<file path="src/rtl/id_ex_skid_stage.sv">
// ID->EX elastic stage: main + skid register so upstream ready is registered.
// Latency: an accepted entry is presented one cycle later; a stalled entry holds its payload.
// Backpressure: in_ready drops only when both registers are occupied; flush empties the stage.
module id_ex_skid_stage #(
    parameter int CTRL_W = 25,
    parameter int IMM_W  = 16,
    parameter int DATA_W = 32,
    parameter int DEST_W = 5,
    parameter int CNT_W  = 16
) (
    input  logic              clk,
    input  logic              reset,
    input  logic              flush,
    input  logic              in_valid,
    output logic              in_ready,
    input  logic [CTRL_W-1:0] in_ctrl,
    input  logic [IMM_W-1:0]  in_imm,
    input  logic [DATA_W-1:0] in_pa,
    input  logic [DATA_W-1:0] in_pb,
    input  logic [DATA_W-1:0] in_pc,
    input  logic [DATA_W-1:0] in_rs_addr,
    input  logic [DATA_W-1:0] in_instr,
    input  logic [DEST_W-1:0] in_dest,
    output logic              out_valid,
    input  logic              out_ready,
    output logic [CTRL_W-1:0] out_ctrl,
    output logic [IMM_W-1:0]  out_imm,
    output logic [DATA_W-1:0] out_pa,
    output logic [DATA_W-1:0] out_pb,
    output logic [DATA_W-1:0] out_pc,
    output logic [DATA_W-1:0] out_rs_addr,
    output logic [DATA_W-1:0] out_instr,
    output logic [DEST_W-1:0] out_dest,
    output logic [CNT_W-1:0]  stall_cnt
);

    typedef struct packed {
        logic [CTRL_W-1:0] ctrl;
        logic [IMM_W-1:0]  imm;
        logic [DATA_W-1:0] pa;
        logic [DATA_W-1:0] pb;
        logic [DATA_W-1:0] pc;
        logic [DATA_W-1:0] rs_addr;
        logic [DATA_W-1:0] instr;
        logic [DEST_W-1:0] dest;
    } entry_t;

    typedef enum logic [1:0] {
        EMPTY = 2'd0,
        ONE   = 2'd1,
        FULL  = 2'd2
    } state_t;

    state_t           state_q;
    state_t           state_d;
    entry_t           main_q;
    entry_t           skid_q;
    entry_t           in_ent;
    logic             in_ready_q;
    logic [CNT_W-1:0] stall_q;
    logic             accept;
    logic             fire;
    logic             load_main_in;
    logic             load_main_skid;
    logic             load_skid;

    assign in_ent = {in_ctrl, in_imm, in_pa, in_pb, in_pc, in_rs_addr, in_instr, in_dest};

    assign in_ready  = in_ready_q;
    assign out_valid = (state_q != EMPTY);
    assign accept    = in_valid & in_ready_q;
    assign fire      = out_valid & out_ready;

    always_comb begin
        state_d        = state_q;
        load_main_in   = 1'b0;
        load_main_skid = 1'b0;
        load_skid      = 1'b0;
        // Flush drops both held entries and anything handshaking this cycle.
        if (flush) begin
            state_d = EMPTY;
        end else begin
            case (state_q)
                EMPTY: begin
                    if (accept) begin
                        load_main_in = 1'b1;
                        state_d      = ONE;
                    end
                end
                ONE: begin
                    if (accept && fire) begin
                        load_main_in = 1'b1;
                    end else if (accept) begin
                        load_skid = 1'b1;
                        state_d   = FULL;
                    end else if (fire) begin
                        state_d = EMPTY;
                    end
                end
                FULL: begin
                    if (fire) begin
                        load_main_skid = 1'b1;
                        state_d        = ONE;
                    end
                end
                default: state_d = EMPTY;
            endcase
        end
    end

    always_ff @(posedge clk or posedge reset) begin
        if (reset) begin
            state_q    <= EMPTY;
            in_ready_q <= 1'b1;
            main_q     <= '0;
            skid_q     <= '0;
            stall_q    <= '0;
        end else begin
            state_q    <= state_d;
            in_ready_q <= (state_d != FULL);
            if (load_main_in) begin
                main_q <= in_ent;
            end else if (load_main_skid) begin
                main_q <= skid_q;
            end
            if (load_skid) begin
                skid_q <= in_ent;
            end
            if (out_valid && !out_ready && !flush && (stall_q != '1)) begin
                stall_q <= stall_q + CNT_W'(1);
            end
        end
    end

    // A bubble must look like a NOP downstream, so control is gated by valid.
    assign out_ctrl    = out_valid ? main_q.ctrl : '0;
    assign out_imm     = main_q.imm;
    assign out_pa      = main_q.pa;
    assign out_pb      = main_q.pb;
    assign out_pc      = main_q.pc;
    assign out_rs_addr = main_q.rs_addr;
    assign out_instr   = main_q.instr;
    assign out_dest    = main_q.dest;
    assign stall_cnt   = stall_q;

endmodule

</file>
<file path="config.mk">
export PLATFORM = sky130hd
export DESIGN_NAME = id_ex_skid_stage
export DESIGN_NICKNAME = d
export VERILOG_FILES = /design/src/rtl/id_ex_skid_stage.sv
export SDC_FILE = /design/constraint.sdc
export NUM_CORES = 1
export LEC_CHECK = 0
export ABC_AREA = 1
export BUFFER_PORTS_ARGS = -buffer_cell sky130_fd_sc_hd__buf_2
export CAP_MARGIN = 20
export CELL_PAD_IN_SITES_DETAIL_PLACEMENT = 1
export CELL_PAD_IN_SITES_GLOBAL_PLACEMENT = 2
export CORE_ASPECT_RATIO = 0.75
export CORE_MARGIN = 2
export CORE_UTILIZATION = 33
export CTS_CLUSTER_SIZE = 12
export DETAILED_ROUTE_END_ITERATION = 6
export GPL_ROUTABILITY_DRIVEN = 0
export HOLD_SLACK_MARGIN = 0.15
export PLACE_DENSITY = 0.83
export SLEW_MARGIN = 20
export SYNTH_ARGS = -nofsm -noshare
export SYNTH_HDL_FRONTEND = slang
export SYNTH_SLANG_ARGS = --single-unit
</file>
<file path="constraint.sdc">
create_clock -name clk -period 20.1 [get_ports clk]
set_input_delay 5.025 -clock clk [delete_from_list [all_inputs] [get_ports clk]]
set_output_delay 5.025 -clock clk [all_outputs]
set_load 0.02 [all_outputs]
</file>
==> flow_summary.yaml, run 1 <==
run_status:
  status: "finished clean"
routing:
  wl_um: 55100
  first_pass_iters: 5
  avgViaCountPerCell: 4.82
  drc_errors: 0
  wl_per_cell_um: 17.2
  via_count: 15400
  ant_nets: 0
  drt_iter0_markers: 818
place:
  portBuffers: 434
  hpwl_um: 36500
  dpl_cell_area_sq_um: 21200
  pre_cts_ws_ns: 11.91
floorplanning:
  initial_core_util_pct: 33.5
  die_y_um: 216
  core_sq_um: 59200
  num_io_pins: 435
  dieArea_sq_um: 62000
  die_w_um: 287
  num_rows: 77
worst_setup_path:
  required_ns: 20.55
  crit_chain: "buf_2 > inv_1 > nand2_1 > nand3_4 > buf_4 > buf_4 > nand3_1 > o221ai_1"
  path_delay_family: "buffers and inverters"
  crit_path_max_fanout: 93
  worstPathArrival_ns: 8.01
  worstSetupStartpointType: "input port"
  critical_path.slowest_cell: "buf_4"
  slowest_delay_ns: 0.84
  worstSetupPathType: "in2reg"
  cp_common_cell: "buf_4"
  end_kind: "flip-flop"
  path_buf_inv: 4
cts:
  cts_num_sinks: 431
  clock_path_buffers: 3
  insertion_delay_ns: 0.57
  clockRootBuffer: "clkbuf_16"
  ctsResizeCount: 0
  cts_setup_buffers: 0
  htree_levels: 2
  cts_tree: "yes"
  path_clk_slew_ns: 0.06
  cts_inserted_buffers: 48
  cts_hold_buf: 0
finish:
  final_area_sq_um: 22800
  regArea_sq_um: 10800
  layout.nets: 2577
  drive_gt1_share_pct: 22.0
  multi_input_area_sq_um: 5360
  syn_to_final_growth_pct: 14.9
  num-fill-cells: 7027
  final_util_pct: 38.5
grt:
  grt-ovfl-total: 0
  antenna_found_initial: 16
  grt_max_degree: 244
  grt_pass1_vias: 16500
  grt_use_total_pct: 17.5
  grt_pass1_wl_um: 88400
pwr:
  p_per_area_nw_per_um2: 116
  total_power_mw: 2.64
  ir_drop_uv: 64.3
  leakage_nw: 12.0
timing:
  fin_skew_ns: 0.0200
  finalSetupViolCount: 0
  setup_ws_ns: 12.54
  rsz0062_at_grt: "no"
  slew_headroom_pct: 27.0
  fmax_mhz: 132
  final_max_slew_viol_count: 0
  setup_tns_ns: 0
  min_period_over_period_pct: 37.6
  worst_pin_slew_ns: 1.10
  hold_violations: 0
  min_period_ns: 7.56
logic_synthesis:
  synth.top_cell.area_share_pct: 54.3
  synth.most_common_cell: "inv_1"
  synthCells: 2186
  yosys-top-cells-area: "dfrtp_1 54%, o221ai_1 9.1%, inv_1 8.6%, buf_4 6.9%, nand2_1 5.4%"
  synth_top_cell_by_area: "dfrtp_1"
  ys.flop_type: "dfrtp_1"
  async_flop_share_pct: 100
  syn_nets: 2398
  synth_edf_count: 0
  synth_common_cells: "455 x inv_1, 430 x dfrtp_1, 284 x nand2_1, 213 x nand3_1, 212 x o21ai_0"
  synth.distinct_cells: 23
  avgSynthCellArea_sq_um: 9.06
  synth_warnings: 0
  ys_seq_elements: 431
  mappedNetlistArea_sq_um: 19800
  seq_area_frac_synth_pct: 54.5
hold_path:
  hold_class: "reg2reg"
job:
  drv_cap: 0
[registers in the layout, summed over array words and instances (netlist names)]
signal,cells
skid_q,206
out_instr,32
out_pa,32
out_pb,32
out_pc,32
out_rs_addr,32
main_q,25
out_imm,16
stall_cnt,16
out_dest,5
state_q,2
in_ready,1
[cell type report]
cell class | instances | area share (%)
inverters | 456 | 7.56
well taps | 790 | 4.34
repair buffers | 449 | 10.2
diodes | 10 | 0.110
clock buffers | 73 | 6.22
flip-flops and latches | 431 | 47.4
clock inverters | 10 | 0.616
multi-input cells | 979 | 23.6
[power breakdown]
group / switching (mW) / internal (mW)
Combinational: 0.357 / 0.204
Sequential: 0.119 / 1.08
Clock: 0.361 / 0.521
[stage by stage]
stage | cells | hold WS [ns]
6_report | 3198 | 0.484
5_1_grt | 3197 | 0.507
4_1_cts | 3188 | 0.487
3_5_place_dp | 3105 | 0.473
3_3_place_gp | 3105 | 0.465
2_1_floorplan | 2186 | 0.453
[worst min-delay path, stage by stage (launching register included)]
cell and delay, ns:
dfrtp_1 0.34, nand2_1 0.05, o21ai_0 0.06
[worst paths after layout]
path                                             start                     endpoint  slack, ns  cells after the start
worst min-delay path            skid_q[76]$_DFFE_PP0P_       skid_q[76]$_DFFE_PP0P_       0.48                      2
worst min register to register  skid_q[76]$_DFFE_PP0P_       skid_q[76]$_DFFE_PP0P_       0.48                      2
min in group asynchronous                        reset  out_rs_addr[10]$_DFFE_PP0P_       4.59                      2
worst max register to register      in_ready$_DFF_PP1_       out_pc[12]$_DFFE_PP0P_      16.69                      7
worst max-delay path                         out_ready       out_pc[12]$_DFFE_PP0P_      12.54                      8
max in group asynchronous                        reset       out_pa[28]$_DFFE_PP0P_      13.05                      4
[per-layer routing]
metal,GRT usage [%],wire [um],part of all wire (%)
met3,3.76,2820,5.1
met4,6.51,1610,2.9
met2,29.5,26900,49
met5,0,46,0.084
met1,21.9,23600,43
[kinds of logic (layout without fill, tap and decap cells)]
family / count (synthesis) / in the layout / share of synthesized area (%)
AO/OA/AOI/OAI: 418 / 418 / 14.5
XOR/XNOR: 7 / 7 / 0.310
adder cells (fa/ha/maj): 1 / 1 / 0.0632
buffers and inverters: 776 / 988 / 18.6
flip-flops: 431 / 431 / 54.5
other: 0 / 10 / 0
AND/OR/NAND/NOR: 553 / 553 / 12.1
[placed cells by master, fill, tap and decap left out, drive strengths merged]
master / n
buf: 449
bufinv: 3
clkbuf: 73
clkinv: 6
dfrtp: 430
dfstp: 1
diode: 10
ha: 1
inv: 457
nand2: 285
nand3: 215
nand3b: 1
nand4: 6
nor2: 45
nor3: 1
o21ai: 212
o221ai: 206
xnor2: 6
xor2: 1
Note: power is estimated with default switching activity, not from simulation.
==> run 2: changes to the inputs <==
--- a/config.mk
+++ b/config.mk
@@ -12,12 +12,12 @@
 export CELL_PAD_IN_SITES_GLOBAL_PLACEMENT = 2
 export CORE_ASPECT_RATIO = 0.75
 export CORE_MARGIN = 2
-export CORE_UTILIZATION = 33
+export CORE_UTILIZATION = 30
 export CTS_CLUSTER_SIZE = 12
 export DETAILED_ROUTE_END_ITERATION = 6
 export GPL_ROUTABILITY_DRIVEN = 0
 export HOLD_SLACK_MARGIN = 0.15
-export PLACE_DENSITY = 0.83
+export PLACE_DENSITY = 0.8
 export SLEW_MARGIN = 20
 export SYNTH_ARGS = -nofsm -noshare
 export SYNTH_HDL_FRONTEND = slang
==> constraint.sdc (replaced) <==
create_clock -name clk -period 6.05 [get_ports clk]
set_input_delay 1.5125 -clock clk [delete_from_list [all_inputs] [get_ports clk]]
set_output_delay 1.5125 -clock clk [all_outputs]
set_load 0.02 [all_outputs]
==> flow_summary.yaml, run 2 (synthesis results as in run 1) <==
floorplanning:
  dieArea_sq_um: 68100
  core_sq_um: 65300
  num_rows: 81
  die_y_um: 226
  initial_core_util_pct: 30.3
  die_w_um: 301
  num_io_pins: 435
finish:
  largest_register_ffs: 206
  top_register: "skid_q"
  syn_to_final_growth_pct: 15.5
  drive_gt1_share_pct: 22.0
  final_common_cell: "inv_1"
  layout.nets: 2582
  final_util_pct: 35.0
  layout_common_cells: "454 x inv_1, 434 x buf_2, 430 x dfrtp_1"
grt:
  grt_pass1_vias: 16300
  antenna_found_initial: 8
  grt-ovfl-total: 0
  grt_max_degree: 195
  grt_use_total_pct: 16.2
  grt_pass1_wl_um: 89500
pwr:
  swShare_pct: 32.2
  leakage_nw: 12.0
  power.internal_mw: 5.85
  p_switching_mw: 2.78
  p_per_area_nw_per_um2: 377
  p_seq_share_pct: 46.1
  p_clk_share_pct: 32.1
  comb_power_share_pct: 21.8
  ir_drop_uv: 188
timing:
  min_period_over_period_pct: 56.8
  hold_violations: 0
  setup_tns_ns: 0
  worst_pin_slew_ns: 1.17
  whs_ns: 0.482
  finalSetupViolCount: 0
  fin_skew_ns: 0.0174
  setup_ws_ns: 2.61
  slew_headroom_pct: 22.1
  final_max_slew_viol_count: 0
  min_period_ns: 3.44
  fmax_mhz: 291
  rsz0062_at_grt: "no"
routing:
  via_count: 15500
  first_pass_iters: 4
  wl_um: 56300
  drt_iter0_markers: 807
  drc_errors: 0
  avgViaCountPerCell: 4.73
  wl_per_cell_um: 17.2
  ant_nets: 0
worst_setup_path:
  required_ns: 4.54
  path_buf_inv: 2
  crit_chain: "nor2_2 > buf_4 > nor2_1 > buf_2"
  crit_path_max_fanout: 26
  worstSetupPathType: "reg2out"
  worstPathArrival_ns: 1.93
  worstSetupStartpointType: "flip-flop"
  end_kind: "output port"
  slowest_delay_ns: 0.44
  critical_path.slowest_cell: "dfrtp_1"
  path_delay_family: "buffers and inverters"
place:
  pre_cts_ws_ns: 1.90
  hpwl_um: 37500
  portBuffers: 434
cts:
  cts_num_sinks: 431
  clockRootBuffer: "clkbuf_16"
  ctsResizeCount: 0
  cts_setup_buffers: 0
  cts_inserted_buffers: 47
  cts_tree: "yes"
  insertion_delay_ns: 0.57
  clock_path_buffers: 3
  cts_hold_buf: 0
  path_clk_slew_ns: 0.06
  htree_levels: 2
hold_path:
  hold_class: "reg2reg"
job:
  drv_cap: 0
run_status:
  status: "finished clean"
==> run 2: cell types whose count changed in the layout (fill, tap and decap cells not counted), moves of 2 or more <==
cell	before	now
clkbuf_8	12	6
clkinvlp_4	0	2
diode_2	10	5
clkbuf_1	13	15
buf_12	2	12
buf_6	3	0
==> run 2: final cells by class <==
cell class                      count  area [sq um]
Antenna cell                        5          12.5
Inverter                          456          1720
Clock buffer                       68          1320
Clock inverter                     11           115
Timing Repair Buffer              455          2480
Sequential cell                   431         10800
Tap cell                          871          1090
Multi-Input combinational cell    979          5360
Fill cell                        7682         42400
==> run 2: per-layer routing <==
| layer | up-vias | track usage, % | share of wire [%] |
|---|---|---|---|
| li1 | 7306 | - | - |
| met1 | 7787 | 21.4 | 45 |
| met2 | 302 | 26.7 | 48 |
| met3 | 96 | 3.21 | 4.6 |
| met4 | 6 | 5.04 | 2.7 |
| met5 | - | 0 | 0.057 |
==> run 2: worst paths after layout <==
kind	startpoint	endpoint	slack (ns)	cells after the start
setup / recovery	state_q[1]$_DFF_PP0_	out_ctrl[10]	2.61	4
setup reg to reg	in_ready$_DFF_PP1_	skid_q[41]$_DFFE_PP0P_	3.24	6
min in group asynchronous	reset	skid_q[62]$_DFFE_PP0P_	1.14	3
max in group asynchronous	reset	skid_q[173]$_DFFE_PP0P_	3.94	3
hold reg to reg	skid_q[80]$_DFFE_PP0P_	skid_q[80]$_DFFE_PP0P_	0.48	2
hold / removal	skid_q[80]$_DFFE_PP0P_	skid_q[80]$_DFFE_PP0P_	0.48	2
==> run 2: worst min-delay path, stage by stage, from the launching register on <==
cell and delay [ns]:
dfrtp_1 0.34, nand2_1 0.05, o21ai_0 0.05
==> run 2: power groups by stage <==
stage | registers [mW] | logic (mW) | clock network (mW)
global route | 4.06 | 2.12 | 3.00
CTS | 3.98 | 1.92 | 2.89
global placement | 3.97 | 1.81 | 0
detailed placement | 4.02 | 1.91 | 0
finish | 3.98 | 1.88 | 2.77
floorplan | 3.91 | 1.61 | 0
==> run 2: stage by stage <==
stage	power (mW)	cell area, sq um	std cells
3_3_place_gp	5.79	21400	3191
6_report	8.63	22900	3276
5_1_grt	9.18	22900	3275
3_5_place_dp	5.93	21400	3191
2_1_floorplan	5.52	19800	2186
4_1_cts	8.79	22800	3270
==> run 3: changes to the inputs <==
--- a/config.mk
+++ b/config.mk
@@ -12,12 +12,12 @@
 export CELL_PAD_IN_SITES_GLOBAL_PLACEMENT = 2
 export CORE_ASPECT_RATIO = 0.75
 export CORE_MARGIN = 2
-export CORE_UTILIZATION = 30
+export CORE_UTILIZATION = 33
 export CTS_CLUSTER_SIZE = 12
 export DETAILED_ROUTE_END_ITERATION = 6
 export GPL_ROUTABILITY_DRIVEN = 0
 export HOLD_SLACK_MARGIN = 0.15
-export PLACE_DENSITY = 0.8
+export PLACE_DENSITY = 0.83
 export SLEW_MARGIN = 20
 export SYNTH_ARGS = -nofsm -noshare
 export SYNTH_HDL_FRONTEND = slang
==> constraint.sdc (replaced) <==
create_clock -name clk -period 3.2 [get_ports clk]
set_input_delay 0.8 -clock clk [delete_from_list [all_inputs] [get_ports clk]]
set_output_delay 0.8 -clock clk [all_outputs]
set_load 0.02 [all_outputs]
==> flow_summary.yaml, run 3 (synthesis results as in run 1) <==
cts:
  htree_levels: 2
  ctsResizeCount: 0
  insertion_delay_ns: 0.58
  cts_num_sinks: 431
  cts_hold_buf: 0
  clockRootBuffer: "clkbuf_16"
  cts_inserted_buffers: 47
  cts_tree: "yes"
  path_clk_slew_ns: 0.06
  clock_path_buffers: 3
  cts_setup_buffers: 0
finish:
  layout_common_cells: "454 x inv_1, 434 x buf_2, 430 x dfrtp_1"
  drive_gt1_share_pct: 23.2
  layout.nets: 2614
  syn_to_final_growth_pct: 16.9
  largest_register_ffs: 206
  final_common_cell: "inv_1"
  top_register: "skid_q"
routing:
  via_count: 15700
  drt_iter0_markers: 954
  ant_nets: 0
  wl_per_cell_um: 17.4
  wl_um: 56200
  first_pass_iters: 5
  drc_errors: 0
  avgViaCountPerCell: 4.85
worst_setup_path:
  r2r.worst_path.cells: 6
  r2r_setup_slack_ns: 0.82
  worstPathArrival_ns: 2.05
  end_kind: "output port"
  required_ns: 2.40
  r2r_end: "out_pc[10]$_DFFE_PP0P_"
  r2r-start: "in_ready$_DFF_PP1_"
  crit_chain: "nor2_2 > buf_4 > nor2_1 > buf_2"
  crit_path_max_fanout: 22
  critical_path.slowest_cell: "dfrtp_1"
  worstSetupPathType: "reg2out"
  worstSetupStartpointType: "flip-flop"
  slowest_delay_ns: 0.45
grt:
  grt_max_degree: 186
  grt_pass1_vias: 16500
  grt-ovfl-total: 0
  antenna_found_initial: 16
  grt_use_total_pct: 17.9
  grt_pass1_wl_um: 89900
floorplanning:
  die_w_um: 287
  num_rows: 77
  num_io_pins: 435
  core_sq_um: 59200
  die_y_um: 216
  dieArea_sq_um: 62000
  initial_core_util_pct: 33.5
pwr:
  total_power_mw: 16.3
  p_per_area_nw_per_um2: 706
  ir_drop_uv: 380
  leakage_nw: 12.2
timing:
  finalSetupViolCount: 0
  min_period_over_period_pct: 89.1
  setup_ws_ns: 0.348
  final_max_slew_viol_count: 0
  fin_skew_ns: 0.0146
  worst_pin_slew_ns: 0.950
  fmax_mhz: 351
  rsz0062_at_grt: "no"
  slew_headroom_pct: 36.7
  min_period_ns: 2.85
  hold_violations: 0
  whs_ns: 0.187
run_status:
  status: "finished clean"
job:
  drv_cap: 0
hold_path:
  hold_class: "in2async"
place:
  pre_cts_ws_ns: 0.579
  hpwl_um: 39100
  portBuffers: 434
## run 3: changes by cell type in the layout (fill, tap and decap cells not counted), sizes merged
| cell | before | now |
|---|---|---|
| diode | 5 | 9 |
| clkinvlp | 2 | 1 |
| buf | 455 | 487 |
| bufinv | 2 | 1 |
| clkinv | 7 | 10 |
| inv | 456 | 458 |
## run 3: routing by layer
layer  global-route usage [%]  vias up  share of wire (%)
li1                         -     7375                  -
met1                     23.3     7881                 44
met2                     29.7      292                 48
met3                     3.23      111                4.2
met4                     6.58       12                3.3
met5                        0        -               0.14
## run 3: how the worst max path moves through the flow
stage	start	end	slack [ns]	cells past startpoint
after detailed placement	flush	out_pc[9]$_DFFE_PP0P_	0.58	7
after global routing	state_q[1]$_DFF_PP0_	out_ctrl[7]	0.26	4
after global placement	flush	out_imm[6]$_DFFE_PP0P_	0.66	7
after CTS	state_q[1]$_DFF_PP0_	out_ctrl[7]	0.31	4
after floorplan	reset	main_q[181]$_DFFE_PP0P_	-3.42	1
final	state_q[1]$_DFF_PP0_	out_ctrl[7]	0.35	4
## run 3: critical path, delay by kind of cell, from the launching register on
| family | cells | cell delay [ns] |
|---|---|---|
| buf+inv | 2 | 0.59 |
| flops | 1 | 0.45 |
| simple gates | 2 | 0.44 |
## run 3: stage by stage
stage | cells | utilization [%] | TNS (ns) | area [sq um]
2_1_floorplan | 2186 | - | -1471.79 | 19800
3_3_place_gp | 3143 | 36.7 | 0 | 21700
3_5_place_dp | 3143 | 36.7 | 0 | 21700
4_1_cts | 3225 | 39.1 | 0 | 23100
5_1_grt | 3234 | 39.1 | 0 | 23100
6_report | 3234 | 39.1 | 0 | 23100
## run 3: final cells by class
class / count / area (sq um)
fill: 6998 / 36000
sequential: 431 / 10800
multi-input combinational: 979 / 5360
timing repair buffer: 487 / 2830
inverter: 456 / 1720
clock buffer: 68 / 1340
tap: 790 / 988
clock inverter: 14 / 106
antenna: 9 / 22.5
## run 3: power by group
group | leakage, nW | internal, mW | total, mW | switching [mW]
logic | 6.06 | 1.33 | 3.59 | 2.26
clock network | 0.719 | 2.97 | 5.22 | 2.26
registers | 5.44 | 6.75 | 7.51 | 0.761
